--- src/rtl/cpu_types_pkg.sv ---
// Shared types for the pipeline sequencer: latch commands and FSM states.
// Optional HAZARD_PERF_EN build adds performance counters to the top.
package cpu_types_pkg;

    localparam int REG_AW_DEF = 5;

    typedef enum logic [1:0] {
        PIPE_ENABLE = 2'd0,
        PIPE_STALL  = 2'd1,
        PIPE_NOP    = 2'd2
    } pipe_state_t;

    typedef enum logic [1:0] {
        RUN      = 2'd0,
        MEM_WAIT = 2'd1,
        FLUSH    = 2'd2,
        HALTED   = 2'd3
    } hzd_state_t;

endpackage

--- src/rtl/hazard_detect.sv ---
// Load-use hazard detector: an EX-stage load writing a register that the
// ID-stage instruction reads. Register 0 is never a hazard.
module hazard_detect
    import cpu_types_pkg::*;
#(
    parameter int REG_AW = REG_AW_DEF
) (
    input  logic              i_mem_to_reg_ex,
    input  logic [REG_AW-1:0] i_wsel_ex,
    input  logic [REG_AW-1:0] i_rs_id,
    input  logic [REG_AW-1:0] i_rt_id,
    output logic              o_lu
);

    logic w_nz;
    logic w_match;

    // Compare the load destination against both ID sources
    always_comb begin
        w_nz    = (i_wsel_ex != '0);
        w_match = (i_wsel_ex == i_rs_id) || (i_wsel_ex == i_rt_id);
        o_lu    = i_mem_to_reg_ex && w_nz && w_match;
    end

endmodule

--- src/rtl/pipeline_hazard_controller.sv ---
// Central pipeline sequencer: latch commands, PC enable and fetch request.
// Define HAZARD_PERF_EN to add stall_cycles / flush_count counters.
module pipeline_hazard_controller
    import cpu_types_pkg::*;
#(
    parameter int REG_AW = REG_AW_DEF
) (
    input  logic              CLK,
    input  logic              nRST,
    input  logic              ihit,
    input  logic              dhit,
    input  logic              dREN_mem,
    input  logic              dWEN_mem,
    input  logic              PCSrc_mem,
    input  logic              halt_mem,
    input  logic              MemToReg_ex,
    input  logic [REG_AW-1:0] regWSEL_ex,
    input  logic [REG_AW-1:0] rs_id,
    input  logic [REG_AW-1:0] rt_id,
`ifdef HAZARD_PERF_EN
    output logic [31:0]       stall_cycles,
    output logic [31:0]       flush_count,
`endif
    output logic              pc_en,
    output logic              iREN,
    output pipe_state_t       fd_state,
    output pipe_state_t       de_state,
    output pipe_state_t       em_state,
    output pipe_state_t       mw_state
);

    hzd_state_t r_state;
    hzd_state_t w_next;
    logic       w_lu;
    logic       w_memop;
    logic       w_dwait;
    logic       w_redir_ok;
    logic       w_flush_hit;

    hazard_detect #(
        .REG_AW(REG_AW)
    ) u_hd (
        .i_mem_to_reg_ex(MemToReg_ex),
        .i_wsel_ex      (regWSEL_ex),
        .i_rs_id        (rs_id),
        .i_rt_id        (rt_id),
        .o_lu           (w_lu)
    );

    assign w_memop    = dREN_mem | dWEN_mem;
    assign w_dwait    = w_memop & ~dhit;
    assign w_redir_ok = (r_state != FLUSH);

    // FSM state register
    always_ff @(posedge CLK or negedge nRST) begin
        if (!nRST) r_state <= RUN;
        else       r_state <= w_next;
    end

    // Next state and latch commands by fixed priority
    always_comb begin
        w_next      = r_state;
        pc_en       = 1'b0;
        iREN        = 1'b0;
        fd_state    = PIPE_NOP;
        de_state    = PIPE_NOP;
        em_state    = PIPE_NOP;
        mw_state    = PIPE_NOP;
        w_flush_hit = 1'b0;
        if (nRST) begin
            if (r_state == HALTED) begin
                fd_state = PIPE_STALL;
                de_state = PIPE_STALL;
                em_state = PIPE_STALL;
                mw_state = PIPE_STALL;
            end else if (r_state == FLUSH && !ihit) begin
                iREN     = 1'b1;
                de_state = PIPE_ENABLE;
                em_state = PIPE_ENABLE;
                mw_state = PIPE_ENABLE;
            end else begin
                iREN = 1'b1;
                if (halt_mem && !w_dwait) begin
                    mw_state = PIPE_ENABLE;
                    w_next   = HALTED;
                end else if (w_dwait) begin
                    fd_state = PIPE_STALL;
                    de_state = PIPE_STALL;
                    em_state = PIPE_STALL;
                    w_next   = MEM_WAIT;
                end else if (PCSrc_mem && w_redir_ok) begin
                    pc_en       = 1'b1;
                    mw_state    = PIPE_ENABLE;
                    w_next      = FLUSH;
                    w_flush_hit = 1'b1;
                end else if (w_lu) begin
                    fd_state = PIPE_STALL;
                    em_state = PIPE_ENABLE;
                    mw_state = PIPE_ENABLE;
                    w_next   = RUN;
                end else if (!ihit) begin
                    de_state = PIPE_ENABLE;
                    em_state = PIPE_ENABLE;
                    mw_state = PIPE_ENABLE;
                    w_next   = RUN;
                end else begin
                    pc_en    = 1'b1;
                    fd_state = PIPE_ENABLE;
                    de_state = PIPE_ENABLE;
                    em_state = PIPE_ENABLE;
                    mw_state = PIPE_ENABLE;
                    w_next   = RUN;
                end
            end
        end
    end

`ifdef HAZARD_PERF_EN
    logic [31:0] r_stall;
    logic [31:0] r_flush;

    // Saturating stall-cycle and flush counters
    always_ff @(posedge CLK or negedge nRST) begin
        if (!nRST) begin
            r_stall <= '0;
            r_flush <= '0;
        end else begin
            if (!pc_en && r_state != HALTED && r_stall != '1)
                r_stall <= r_stall + 32'd1;
            if (w_flush_hit && r_flush != '1)
                r_flush <= r_flush + 32'd1;
        end
    end

    assign stall_cycles = r_stall;
    assign flush_count  = r_flush;
`endif

endmodule

--- config.mk ---
export PLATFORM = sky130hd
export DESIGN_NAME = pipeline_hazard_controller
export DESIGN_NICKNAME = d
export VERILOG_FILES = /design/src/rtl/cpu_types_pkg.sv /design/src/rtl/hazard_detect.sv /design/src/rtl/pipeline_hazard_controller.sv
export SDC_FILE = /design/constraint.sdc
export NUM_CORES = 1
export LEC_CHECK = 0
export BUFFER_PORTS_ARGS = -buffer_cell sky130_fd_sc_hd__buf_2
export CAP_MARGIN = 20
export CORE_AREA = 2 2 39 41
export DETAILED_ROUTE_END_ITERATION = 16
export DIE_AREA = 0 0 41 43
export PLACE_DENSITY = 0.67
export SYNTH_ARGS = -nofsm -noshare
export SYNTH_HDL_FRONTEND = slang
export SYNTH_SLANG_ARGS = --single-unit
--- constraint.sdc ---
create_clock -name CLK -period 1.2 [get_ports CLK]
set_input_delay 0.06 -clock CLK [delete_from_list [all_inputs] [get_ports CLK]]
set_output_delay 0.06 -clock CLK [all_outputs]
set_load 0.02 [all_outputs]
== Word level (Yosys, flattened, before mapping) ==
Index checks and enable logic that the tools add are counted.

* Equal/unequal tests: 5
* Mux-type cells: 37
* Bitwise logic cells: 5
* Reduce and logical (&&, ||, !) cells: 10

{| class="wikitable"
|+ Operators with widths
! operator !! count
|-
| $mux 2 || 27
|-
| $eq 5x5->1 || 2
|-
| $mux 1 || 10
|-
| $logic_and 1x1->1 || 5
|-
| $reduce_bool 5->1 || 1
|-
| $eq 2x2->1 const B || 2
|-
| $not 1->1 || 3
|-
| $reduce_and 3->1 || 1
|-
| $logic_not 1->1 || 2
|-
| $ne 2x2->1 const B || 1
|-
| $and 1x1->1 || 1
|-
| $logic_or 1x1->1 || 1
|-
| $or 1x1->1 || 1
|}

* Register bits: 2
* Bits of input ports: 24
* Output and inout bits: 10
* Logic and storage cells: 58

== Longest topological paths before layout ==
Gate-level depths: netlist (run 1).

* Depth in word-level cells: 10
* Depth in mapped cells: 6
* Mapped depth without buffers: 5

== Hierarchy ==
From an unflattened synthesis (run 1), not the netlist that was laid out.

* Cell total of the unflattened synthesis: 59
* Area total of the unflattened synthesis: 409.1 sq um

{| class="wikitable"
|+ Modules (own cells, without submodules)
! module !! times used !! cells an instance !! area each (sq um)
|-
| pipeline_hazard_controller || 1 || 42 || 284.0
|-
| hazard_detect || 1 || 17 || 125.1
|}

== Worst setup path before layout (run 1) ==
Ideal clock, no wire load.

* Kind: reg2out
* Start point: register r_state[0]
* End point: output port em_state[0]
* Arrival time: 1.742 ns
* Setup slack: -0.602 ns
* Stages on the path, launching flop included: 7
* Path buffers: 1
* Path through: dfrtp_1 > inv_1 > a21boi_0 > o21ai_0 > o211ai_1 > o21ai_0 > buf_4

* Word-level cells in the longest chain between the ends: 5

{| class="wikitable"
|+ RTL lines
! item !! line !! source
|-
| start, declared || pipeline_hazard_controller.sv:32 || <nowiki>hzd_state_t r_state;</nowiki>
|-
| start signal, assigned || pipeline_hazard_controller.sv:57 || <nowiki>else r_state <= w_next;</nowiki>
|-
| $eq 2x2->1 || pipeline_hazard_controller.sv:76 || <nowiki>end else if (r_state == FLUSH && !ihit) begin</nowiki>
|-
| $logic_and 1x1->1 || pipeline_hazard_controller.sv:76 ||
|-
| $mux 2 || pipeline_hazard_controller.sv:76 ||
|-
| $mux 2 * || pipeline_hazard_controller.sv:71 || <nowiki>if (r_state == HALTED) begin</nowiki>
|-
| $mux 2 * || pipeline_hazard_controller.sv:70 || <nowiki>if (nRST) begin</nowiki>
|-
| end, declared || pipeline_hazard_controller.sv:28 || <nowiki>output pipe_state_t em_state,</nowiki>
|}

Every way passes the cells marked *; elsewhere a longest branch is shown, timed or not.

== Worst setup path in the final report (run 1) ==
* Start point: register r_state[0]
* End point: output port de_state[1]

* Word-level cells in the longest chain between the ends: 8

{| class="wikitable"
|+ RTL lines
! item !! line !! source
|-
| $ne 2x2->1 || pipeline_hazard_controller.sv:52 || <nowiki>assign w_redir_ok = (r_state != FLUSH);</nowiki>
|-
| $logic_and 1x1->1 || pipeline_hazard_controller.sv:91 || <nowiki>end else if (PCSrc_mem && w_redir_ok) begin</nowiki>
|-
| $mux 2 || pipeline_hazard_controller.sv:91 ||
|-
| $mux 2 || pipeline_hazard_controller.sv:86 || <nowiki>end else if (w_dwait) begin</nowiki>
|-
| $mux 2 || pipeline_hazard_controller.sv:83 || <nowiki>if (halt_mem && !w_dwait) begin</nowiki>
|-
| $mux 2 || pipeline_hazard_controller.sv:76 ||
|-
| $mux 2 * || pipeline_hazard_controller.sv:71 ||
|-
| $mux 2 * || pipeline_hazard_controller.sv:70 ||
|-
| end, declared || pipeline_hazard_controller.sv:27 || <nowiki>output pipe_state_t de_state,</nowiki>
|}

Marks and branches as above.

==> results of run 1 <==
[layout make-up]
cell class              count  share of cell area (%)
repair buffers             46                    43.3
multi-input cells          44                    42.5
flip-flops and latches      2                    6.61
clock buffers               3                    2.98
well taps                  16                    2.64
inverters                   4                    1.98
[cells in the final DEF, fill, tap and decap left out, types with 2 or more instances in the layout]
master	netlist	final
sky130_fd_sc_hd__buf_4	1	13
sky130_fd_sc_hd__inv_1	4	3
sky130_fd_sc_hd__dfrtp_1	2	2
sky130_fd_sc_hd__nand3_1	3	3
sky130_fd_sc_hd__buf_2	0	23
sky130_fd_sc_hd__a21oi_1	3	3
sky130_fd_sc_hd__buf_6	0	8
sky130_fd_sc_hd__nor2_1	3	2
sky130_fd_sc_hd__clkbuf_4	0	3
sky130_fd_sc_hd__o21ai_0	8	3
sky130_fd_sc_hd__nand2_1	3	3
sky130_fd_sc_hd__xnor2_1	10	10
sky130_fd_sc_hd__o21ai_2	0	4
[logic make-up after synthesis]
group                     after synthesis  synth area share [%]
AOI/OAI and AO/OA                      21                  38.1
xor gates and xnor gates               10                  24.2
buffers and inverters                   5                  6.23
and+or+nand+nor                        13                  17.6
DFF                                     2                  13.8
[how the worst min path moves through the flow]
stage	endpoint	cells after the start
2_1_floorplan	r_state[0]	0
5_1_grt	r_state[0]	3
3_3_place_gp	r_state[0]	1
6_report	r_state[0]	3
4_1_cts	r_state[0]	3
3_5_place_dp	r_state[0]	1
[metal layers]
layer	vias up	GRT usage, %
met3	0	4.19
met5	-	0
met2	23	29.7
met1	244	14.5
met4	0	8.00
li1	279	-
[power groups by stage]
stage	combinational [mW]	sequential, mW	clock, mW
2_1_floorplan	0.378	0.131	0
3_3_place_gp	0.619	0.112	0
3_5_place_dp	0.626	0.113	0
4_1_cts	0.744	0.118	0.160
5_1_grt	0.854	0.123	0.156
6_report	0.786	0.118	0.147
[worst max-delay path: stages, from the launching register on]
cell                       delay, ns
sky130_fd_sc_hd__dfrtp_1        0.38
sky130_fd_sc_hd__inv_2          0.07
sky130_fd_sc_hd__a21boi_2       0.05
sky130_fd_sc_hd__o21ai_2        0.17
sky130_fd_sc_hd__buf_4          0.14
sky130_fd_sc_hd__o21ai_2        0.06
sky130_fd_sc_hd__a31o_2         0.23
sky130_fd_sc_hd__buf_6          0.13
[synthesized netlist by cell type (all sizes together)]
cell / instances
a211oi: 1
a21boi: 2
a21oi: 3
a31o: 1
a31oi: 1
and2: 1
buf: 1
dfrtp: 2
inv: 4
nand2: 3
nand2b: 1
nand3: 3
nor2: 3
o2111a: 1
o211ai: 1
o21a: 2
o21ai: 8
o22ai: 1
or2: 1
or4: 1
xnor2: 10
[repair_timing]
action	4_1_cts	5_1_grt
gates resized for setup	19	7
hold buffers	1	0
buffers inserted	2	1
endpoints found under the setup margin	8	10
pin swaps	10	8
endpoints found under the hold margin	2	0
[through the flow]
step | hold slack, ns | instance area [sq um] | std cells
6_report | 0.135 | 757 | 115
4_1_cts | 0.128 | 723 | 114
3_5_place_dp | -0.107 | 613 | 108
3_3_place_gp | -0.107 | 613 | 108
5_1_grt | 0.162 | 757 | 115
2_1_floorplan | -0.236 | 372 | 51
==> impl_metrics.env, run 1 <==
export IMPL_total_switching_power_uw=452
export IMPL_clock_pin_slew_on_the_worst_setup_and_hold_paths_ns=0.03
export IMPL_dr_wl_met2_um=715
export IMPL_fillers=135
export IMPL_arrival_time_at_the_worst_endpoint_ns=1.45
export IMPL_finalCriticalPeriod_ns=1.51
export IMPL_remaining_drcs=0
export IMPL_preCtsSetupSlack_ns=-0.286
export IMPL_dieArea_sq_um=1760
export IMPL_postSynthNetCount=75
export IMPL_setup_viol_count_final=8
export IMPL_synth_cell_area_sq_um=362
export IMPL_skew_ns=0.000215
export IMPL_worst_pin_slew_ns=0.311
export IMPL_critPathRequiredTime_ns=1.14
export IMPL_first_global_vias=562
export IMPL_rr_endpoint="r_state[1]"
export IMPL_tritoncts="done"
export IMPL_final_hold_violation_count=0
export IMPL_rr_worst_depth=5
export IMPL_fp_dieW_um=41
export IMPL_floorplan_initialDensity_pct=26.1
export IMPL_regMostFlops="r_state"
export IMPL_hold_path_class="input pin to flop"
export IMPL_sw_frac_of_total_pct=43.0
export IMPL_met1_length_um=446
export IMPL_synthCells=51
export IMPL_number_of_vias_per_cell=4.75
export IMPL_tritoncts_num_buffers=3
export IMPL_worst_ir_drop_vdd_v=0.000789
export IMPL_holdCritStartpoint="halt_mem"
export IMPL_setup_slack_ns=-0.306
export IMPL_ys_top_cells_by_area="sky130_fd_sc_hd__xnor2_1 (24%), sky130_fd_sc_hd__dfrtp_1 (14%), sky130_fd_sc_hd__o21ai_0 (11%)"
export IMPL_run_status="finished with violations"
export IMPL_grt_overflow=0
export IMPL_met3_wl_post_dr_um=112
export IMPL_synth_top_area_cell="sky130_fd_sc_hd__xnor2_1"
export IMPL_maxSlewViolCount=0
export IMPL_core_sq_um=1380
export IMPL_cts_buffer_depth=2
export IMPL_via_count=546
export IMPL_cp_startpoint="r_state[0]"
export IMPL_setup_repair_after_global_routing_missed_its_margin="yes"
export IMPL_count_of_boundary_i_o_pins=34
export IMPL_max_slew_margin_pct=79.2
export IMPL_largest_register_ff_count=2
export IMPL_yosysWarningCount=0
export IMPL_largest_registers="r_state (2)"
export IMPL_topRoutingLayerUsed="met3"
export IMPL_finish_net_count=125
export IMPL_drtIter0Drc=2
export IMPL_crit_end="de_state[1]"
export IMPL_synth_distinct_cells=22
export IMPL_critPathLaunchType="flop"
export IMPL_postLayoutCoreUtil_pct=54.7
export IMPL_drt_wl_total_mm=1.28
export IMPL_wirelength_per_cell_um=11.1
export IMPL_report_power_total_mw=1.05
export IMPL_timing_setup_tns_ns=-1.82
export IMPL_placementRows=14
export IMPL_antenna_violating_nets_post_route=0
export IMPL_worst_setup_end_kind="output pin"
export IMPL_fp_dieH_um=43
export IMPL_port_buffer_count=33
export IMPL_place_congestion=0.748
export IMPL_share_comb_of_total_power_pct=74.7
export IMPL_area_sequential_sq_um=50.0
export IMPL_p_per_area_nw_per_um2=1390
export IMPL_power_report_internal_total_uw=600
export IMPL_worstReg2RegStart="r_state[1]"
export IMPL_area_occupied_by_multi_input_gates_sq_um=322
export IMPL_antenna_cells_inserted=0
export IMPL_violations_in_the_final_reports="setup timing"
export IMPL_ctsHtreeMaxLevel=1
export IMPL_avg_synthesized_cell_area_sq_um=7.09
export IMPL_critical_path_class="flop to output pin"
export IMPL_drive_above_1_share_pct=62.6
export IMPL_power_static_leakage_nw=0.364
export IMPL_clkLatencyLatePin_ns=0.22
export IMPL_fmax_mhz=664
export IMPL_dp_hpwl_um=940
export IMPL_timing_final_crit_share_pct=126
export IMPL_pwr_share_seq_pct=11.3
export IMPL_globalRouteTotalUtil_pct=16.1
export IMPL_dr_pass1_iters=2
export IMPL_clkSinkCount=2
export IMPL_yosysTopAreaCellShare_pct=24.2
export IMPL_grt_first_pass_wirelength_mm=1.97
export IMPL_yosys_register_bits=2
export IMPL_synth_yosys_seq_area_share_pct=13.8
export IMPL_grt_max_degree=9
export IMPL_timing_reg2reg_setup_slack_ns=0.07
export IMPL_crit_path_max_fanout=3
export IMPL_number_of_antenna_violations_at_the_first_check_in_global_routing=0
export IMPL_areaGrowthSynthToFinish_pct=109
export IMPL_clock_power_share_pct=14.0
export IMPL_timing_max_cap_violations=0
export IMPL_cts_root_buffer="sky130_fd_sc_hd__clkbuf_4"
(Power assumes the default switching activity.)
==> run 2: changes to the inputs <==
- CELL_PAD_IN_SITES_DETAIL_PLACEMENT: default -> 1
- CELL_PAD_IN_SITES_GLOBAL_PLACEMENT: default -> 1
- CORE_AREA: 2 2 39 41 -> default
- CORE_UTILIZATION: default -> 19
- DIE_AREA: 0 0 41 43 -> default
- PLACE_DENSITY: 0.67 -> 0.73
==> run 2 against run 1 <==
The run still ends with setup timing left; critical path type unchanged; worst hold slack better by 0.054 ns; count of clock-buffer cells in the layout stayed put; non-clock buffer count is 1 higher.
==> impl_metrics.env, run 2 (synthesis gave the netlist of run 1 again) <==
export IMPL_stdcell_area_sq_um=774
export IMPL_wirelength_per_cell_um=11.2
export IMPL_p_per_area_nw_per_um2=1410
export IMPL_cpLargestDelayFamily="compound AO/OA/AOI/OAI gates"
export IMPL_grt_max_degree=9
export IMPL_run_status="finished with violations"
export IMPL_final_cells=125
export IMPL_dp_cells=120
export IMPL_power_static_leakage_nw=0.364
export IMPL_finish_net_count=126
export IMPL_dr_pass1_iters=2
export IMPL_globalRouteTotalUtil_pct=14.3
export IMPL_crit_path_max_fanout=3
export IMPL_postPlaceCellArea_sq_um=647
export IMPL_endpoint_of_the_worst_hold_path="r_state[0]"
export IMPL_timing_reg2reg_setup_slack_ns=0.10
export IMPL_dieArea_sq_um=2080
export IMPL_max_slew_margin_pct=76.4
export IMPL_maxSlewViolCount=0
export IMPL_worst_ir_drop_vdd_v=0.00108
export IMPL_fp_dieW_um=45.6
export IMPL_worst_setup_end_kind="output pin"
export IMPL_hold_path_class="input pin to flop"
export IMPL_antenna_cells_inserted=0
export IMPL_drt_wl_total_mm=1.40
export IMPL_finalCriticalPeriod_ns=1.48
export IMPL_clkLatencyLatePin_ns=0.22
export IMPL_clock_pin_slew_on_the_worst_setup_and_hold_paths_ns=0.03
export IMPL_tritoncts="done"
export IMPL_cts_buffer_depth=2
export IMPL_cts_root_buffer="sky130_fd_sc_hd__clkbuf_4"
export IMPL_antenna_violating_nets_post_route=0
export IMPL_placementRows=15
export IMPL_hold_depth=3
export IMPL_crit_path_max_incr_delay_ns=0.38
export IMPL_setup_slack_ns=-0.282
export IMPL_dp_hpwl_mm=1.16
export IMPL_timing_final_crit_share_pct=124
export IMPL_regMostFlops="r_state"
export IMPL_preCtsSetupSlack_ns=-0.306
export IMPL_drive_above_1_share_pct=65.0
export IMPL_worst_pin_slew_ns=0.353
export IMPL_skew_ns=0.00189
export IMPL_rr_endpoint="r_state[1]"
export IMPL_first_global_vias=563
export IMPL_dr_wl_met2_um=786
export IMPL_violations_in_the_final_reports="setup timing"
export IMPL_tritoncts_num_buffers=3
export IMPL_areaGrowthSynthToFinish_pct=114
export IMPL_number_of_vias_per_cell=4.56
export IMPL_worstReg2RegStart="r_state[1]"
export IMPL_met1_length_um=522
export IMPL_worst_hold_slack_ns=0.189
export IMPL_remaining_drcs=0
export IMPL_critical_path_class="flop to output pin"
export IMPL_clkSinkCount=2
export IMPL_crit_path_top_delay_cell="sky130_fd_sc_hd__dfrtp_1"
export IMPL_largest_registers="r_state (2)"
export IMPL_place_congestion=0.663
export IMPL_setup_viol_count_final=8
export IMPL_rr_worst_depth=5
export IMPL_layout_commonest_cell="sky130_fd_sc_hd__buf_2"
export IMPL_grt_overflow=0
export IMPL_port_buffer_count=33
export IMPL_final_hold_violation_count=0
export IMPL_critPathRequiredTime_ns=1.14
export IMPL_largest_register_ff_count=2
export IMPL_timing_max_cap_violations=0
export IMPL_core_sq_um=1760
export IMPL_arrival_time_at_the_worst_endpoint_ns=1.42
export IMPL_critPathBufInv=2
export IMPL_grt_first_pass_wirelength_mm=2.13
export IMPL_via_count=570
export IMPL_holdCritStartpoint="halt_mem"
export IMPL_cp_cell_sequence="inv_2 -> a21boi_2 -> o21ai_2 -> o211ai_1 -> o21a_2 -> buf_6"
export IMPL_mostFrequentLayoutCells="sky130_fd_sc_hd__buf_2 (24), sky130_fd_sc_hd__buf_4 (16), sky130_fd_sc_hd__xnor2_1 (10)"
export IMPL_drtIter0Drc=1
export IMPL_setup_repair_after_global_routing_missed_its_margin="yes"
export IMPL_met3_wl_post_dr_um=93
export IMPL_number_of_antenna_violations_at_the_first_check_in_global_routing=0
export IMPL_critPathLaunchType="flop"
export IMPL_fmax_mhz=675
export IMPL_fp_dieH_um=45.6
export IMPL_topRoutingLayerUsed="met3"
export IMPL_floorplan_initialDensity_pct=20.5
export IMPL_count_of_boundary_i_o_pins=34
export IMPL_ctsHtreeMaxLevel=1
## run 2: cell count changes in the layout (fill, tap and decap cells not counted), sizes merged
cell,delta
buf,+1
## run 2: worst max path at each step
stage | from | end | slack (ns) | depth (start not counted)
global placement | regWSEL_ex[1] | fd_state[1] | -0.29 | 6
CTS | r_state[0] | fd_state[1] | -0.30 | 6
global route | r_state[0] | fd_state[1] | -0.37 | 6
finish | r_state[0] | fd_state[1] | -0.28 | 6
detailed placement | regWSEL_ex[1] | fd_state[1] | -0.31 | 6
floorplan | r_state[0] | em_state[0] | -0.21 | 6
## run 2: timing repair
action,CTS,global route
setup buffers,1,1
endpoints found under the setup margin,8,11
pin swaps,10,8
hold buffers,1,0
resized for setup,18,7
endpoints found under the hold margin,2,0
## run 2: per-layer routing
metal | vias up | track usage, %
met3 | 0 | 2.78
met5 | - | 0
met4 | 0 | 5.45
met2 | 24 | 29.7
li1 | 284 | -
met1 | 262 | 13.1
## run 2: where the power goes
group | internal (mW) | switching [mW]
logic | 0.413 | 0.411
registers | 0.0977 | 0.0236
clock network | 0.110 | 0.0336
## run 2: layout make-up
type / count / area, sq um
sequential: 2 / 50.0
inverter: 4 / 15.0
multi-input combinational: 44 / 338
tap: 25 / 31.3
fill: 253 / 990
clock buffer: 3 / 22.5
timing repair buffer: 47 / 318
## run 2: per-stage QoR
stage               power [mW]  utilization [%]  TNS [ns]
floorplan                0.510                -    -0.628
global placement         0.768             36.7     -1.25
finish                    1.09             43.9     -1.96
detailed placement       0.791             36.7     -1.40
CTS                       1.07             42.3     -2.06
global route              1.17             43.9     -2.56
## run 2: worst reg2reg max path: stages, from the launching register on
cell and delay (ns):
sky130_fd_sc_hd__dfrtp_1 0.39, sky130_fd_sc_hd__a21boi_2 0.18, sky130_fd_sc_hd__o21ai_2 0.09, sky130_fd_sc_hd__buf_4 0.14
sky130_fd_sc_hd__buf_4 0.12, sky130_fd_sc_hd__o21ai_2 0.12
==> run 3: changes to the inputs <==
- CORE_UTILIZATION: 19 -> 23
- PLACE_DENSITY: 0.73 -> 0.78
- SYNTH_HIERARCHICAL: default -> 1
- clock period: 1.2 -> 1.6 ns (I/O delays scaled with it)
==> run 3 against run 2 <==
Sequential power about the same; sequential share of layout area increased by 1.2 points; via count decreased by 3.2%; power decreased by 37%; count of clock-buffer cells in the layout unchanged; the flow now finishes without violations; register-to-register slack improved by 0.45 ns; highest routed layer unchanged; utilization decreased by 1.4 points.
==> impl_metrics.env, run 3 <==
export IMPL_run_status="finished, final reports clean"
export IMPL_clkLatencyLatePin_ns=0.22
export IMPL_postSynthNetCount=83
export IMPL_arrival_time_at_the_worst_endpoint_ns=1.46
export IMPL_max_slew_margin_pct=82.5
export IMPL_final_hold_violation_count=0
export IMPL_finish_net_count=119
export IMPL_floorplan_initialDensity_pct=26.0
export IMPL_wirelength_per_cell_um=13.0
export IMPL_ys_top_cells_by_area="sky130_fd_sc_hd__xor2_1 (13%), sky130_fd_sc_hd__dfrtp_1 (12%), sky130_fd_sc_hd__xnor2_1 (8.6%)"
export IMPL_grt_max_degree=12
export IMPL_tritoncts_num_buffers=3
export IMPL_synth_top_flop_cell="sky130_fd_sc_hd__dfrtp_1"
export IMPL_critical_path_class="input pin to output pin"
export IMPL_timing_final_crit_share_pct=96.4
export IMPL_report_power_total_uw=688
export IMPL_globalRouteTotalUtil_pct=16.0
export IMPL_yosysTopAreaCellShare_pct=12.8
export IMPL_stdcell_area_sq_um=669
export IMPL_synthMuxAreaShare_pct=0
export IMPL_clkSinkCount=2
export IMPL_yosys_register_bits=2
export IMPL_cts_root_buffer="sky130_fd_sc_hd__clkbuf_4"
export IMPL_port_buffer_count=33
export IMPL_antenna_cells_inserted=0
export IMPL_ctsHtreeMaxLevel=1
export IMPL_clock_pin_slew_on_the_worst_setup_and_hold_paths_ns=0.03
export IMPL_synth_top_area_cell="sky130_fd_sc_hd__xor2_1"
export IMPL_async_flop_share_pct=100
export IMPL_critPathRequiredTime_ns=1.52
export IMPL_synth_distinct_cells=30
export IMPL_maxSlewViolCount=0
export IMPL_rr_endpoint="r_state[1]"
export IMPL_synth_most_common_cell="sky130_fd_sc_hd__xor2_1"
export IMPL_synth_yosys_seq_area_share_pct=12.2
export IMPL_remaining_drcs=0
export IMPL_number_of_antenna_violations_at_the_first_check_in_global_routing=0
export IMPL_synthXorXnorAreaFrac_pct=21.4
export IMPL_fp_dieW_um=44.2
export IMPL_cts_buffer_depth=2
export IMPL_antenna_violating_nets_post_route=0
export IMPL_worst_hold_slack_ns=0.244
export IMPL_setup_repair_after_global_routing_missed_its_margin="yes"
export IMPL_setup_viol_count_final=0
export IMPL_critPathBufInv=2
export IMPL_dr_pass1_iters=5
export IMPL_rr_worst_depth=3
export IMPL_tritoncts="done"
export IMPL_area_sequential_sq_um=51.3
export IMPL_area_occupied_by_multi_input_gates_sq_um=382
export IMPL_fp_dieH_um=44.2
export IMPL_first_global_vias=568
export IMPL_yosysWarningCount=6
export IMPL_hold_path_class="input pin to asynchronous set/reset pin"
export IMPL_cpLargestDelayFamily="simple AND/OR/NAND/NOR gates"
export IMPL_count_of_boundary_i_o_pins=34
export IMPL_dp_hpwl_mm=1.17
export IMPL_crit_path_top_delay_cell="sky130_fd_sc_hd__or4_4"
export IMPL_grt_first_pass_wirelength_mm=2.35
export IMPL_finalCriticalPeriod_ns=1.54
export IMPL_timing_setup_tns_ns=0
export IMPL_worstReg2RegStart="r_state[0]"
export IMPL_synth_compound_area_share_pct=33.3
export IMPL_timing_reg2reg_setup_slack_ns=0.55
export IMPL_fillers=215
export IMPL_worst_ir_drop_vdd_v=0.000565
export IMPL_core_sq_um=1580
export IMPL_drive_above_1_share_pct=53.8
export IMPL_avg_synthesized_cell_area_sq_um=6.93
export IMPL_regMostFlops="r_state"
export IMPL_place_congestion=0.775
export IMPL_critPathLaunchType="input pin"
export IMPL_cp_cell_sequence="buf_2 -> or4_4 -> o21ai_2 -> a21oi_2 -> nor2b_1 -> a21oi_2 -> nor4_2 -> buf_4"
export IMPL_power_static_leakage_nw=0.311
export IMPL_crit_path_max_incr_delay_ns=0.51
export IMPL_via_count=552
export IMPL_worst_setup_end_kind="output pin"
export IMPL_largest_registers="r_state (2)"
export IMPL_postLayoutCoreUtil_pct=42.5
export IMPL_drt_wl_total_mm=1.42
export IMPL_drtIter0Drc=7
export IMPL_synth_area_in_simple_gates_pct=26.9
export IMPL_areaGrowthSynthToFinish_pct=63.6
export IMPL_grt_overflow=0
export IMPL_worst_pin_slew_ns=0.259
export IMPL_timing_max_cap_violations=0
export IMPL_dieArea_sq_um=1950
export IMPL_synth_enable_flop_cells=0
export IMPL_placementRows=14
export IMPL_number_of_vias_per_cell=5.06
export IMPL_mostFrequentLayoutCells="sky130_fd_sc_hd__buf_2 (30), sky130_fd_sc_hd__nand2_1 (5), sky130_fd_sc_hd__nor2_1 (5), sky130_fd_sc_hd__o21ai_0 (5), sky130_fd_sc_hd__xor2_1 (5)"
export IMPL_postPlaceCellArea_sq_um=583
export IMPL_ys_top_cells_by_count="sky130_fd_sc_hd__xor2_1 (6), sky130_fd_sc_hd__nand2_1 (5), sky130_fd_sc_hd__nor2_1 (5), sky130_fd_sc_hd__o21ai_0 (5)"
export IMPL_largest_register_ff_count=2
export IMPL_crit_path_max_fanout=4
export IMPL_p_per_area_nw_per_um2=1030
export IMPL_combinational_family_with_the_most_area_after_synthesis="compound AO/OA/AOI/OAI gates"
export IMPL_layout_commonest_cell="sky130_fd_sc_hd__buf_2"
export IMPL_fmax_mhz=649
export IMPL_postCtsSetupRepairBufs=0
export IMPL_skew_ns=0.000604
export IMPL_synthCells=59
export IMPL_adder_and_majority_gate_portion_of_the_synthesized_area_pct=0
export IMPL_critical_path_most_common_cell="sky130_fd_sc_hd__a21oi_2"
export IMPL_synth_cell_area_sq_um=409
## run 3: area by class of cell
type / instances / area share, %
multi-input combinational: 52 / 57.0
timing repair buffer: 34 / 27.9
sequential: 2 / 7.66
clock buffer: 3 / 3.36
tap: 16 / 2.99
inverter: 2 / 1.12
## run 3: repair_timing
item | 4_1_cts | 5_1_grt
endpoints found under the hold margin | 2 | 0
setup endpoints to repair | 2 | 4
gates resized for setup | 1 | 13
pin swaps | 0 | 10
hold buffers | 1 | 0
## run 3: worst register-to-register path, stage by stage (launching register included)
cell and delay [ns]:
sky130_fd_sc_hd__dfrtp_1 0.40, sky130_fd_sc_hd__and2b_1 0.26, sky130_fd_sc_hd__nand2_1 0.07, sky130_fd_sc_hd__a32o_1 0.20
## run 3: worst max-delay path by stage
| stage | from | to | slack, ns | depth (start not counted) |
|---|---|---|---|---|
| after CTS | regWSEL_ex[1] | pc_en | 0.02 | 8 |
| after floorplan | regWSEL_ex[1] | pc_en | 0.19 | 6 |
| after global placement | regWSEL_ex[1] | de_state[1] | 0.02 | 7 |
| after global routing | regWSEL_ex[4] | fd_state[1] | -0.02 | 9 |
| final | regWSEL_ex[4] | pc_en | 0.06 | 8 |
| after detailed placement | regWSEL_ex[0] | fd_state[1] | -0.05 | 9 |
## run 3: kinds of logic after synthesis
group,after synthesis
simple gates,22
xor+xnor,10
compound gates,20
flops,2
buf+inv,5
## run 3: metrics by stage
step / std cells / setup WS, ns
2_1_floorplan: 59 / 0.186
3_3_place_gp: 105 / 0.0188
4_1_cts: 109 / 0.0200
3_5_place_dp: 105 / -0.0454
5_1_grt: 109 / -0.0164
6_report: 109 / 0.0582
## run 3: where the power goes
part / switching, mW / leakage (nW) / internal [mW]
clock: 0.0233 / 0.0138 / 0.0822
combinational: 0.276 / 0.277 / 0.188
sequential: 0.0410 / 0.0205 / 0.0775
total: 0.341 / 0.311 / 0.348
## run 3: per-layer routing
| metal | track usage, % | up-vias | part of all wire (%) |
|---|---|---|---|
| met3 | 1.22 | 0 | 2.3 |
| met5 | 0 | - | 0 |
| met1 | 20.7 | 263 | 46 |
| met4 | 7.27 | 0 | 0 |
| met2 | 26.8 | 10 | 52 |
| li1 | - | 279 | - |
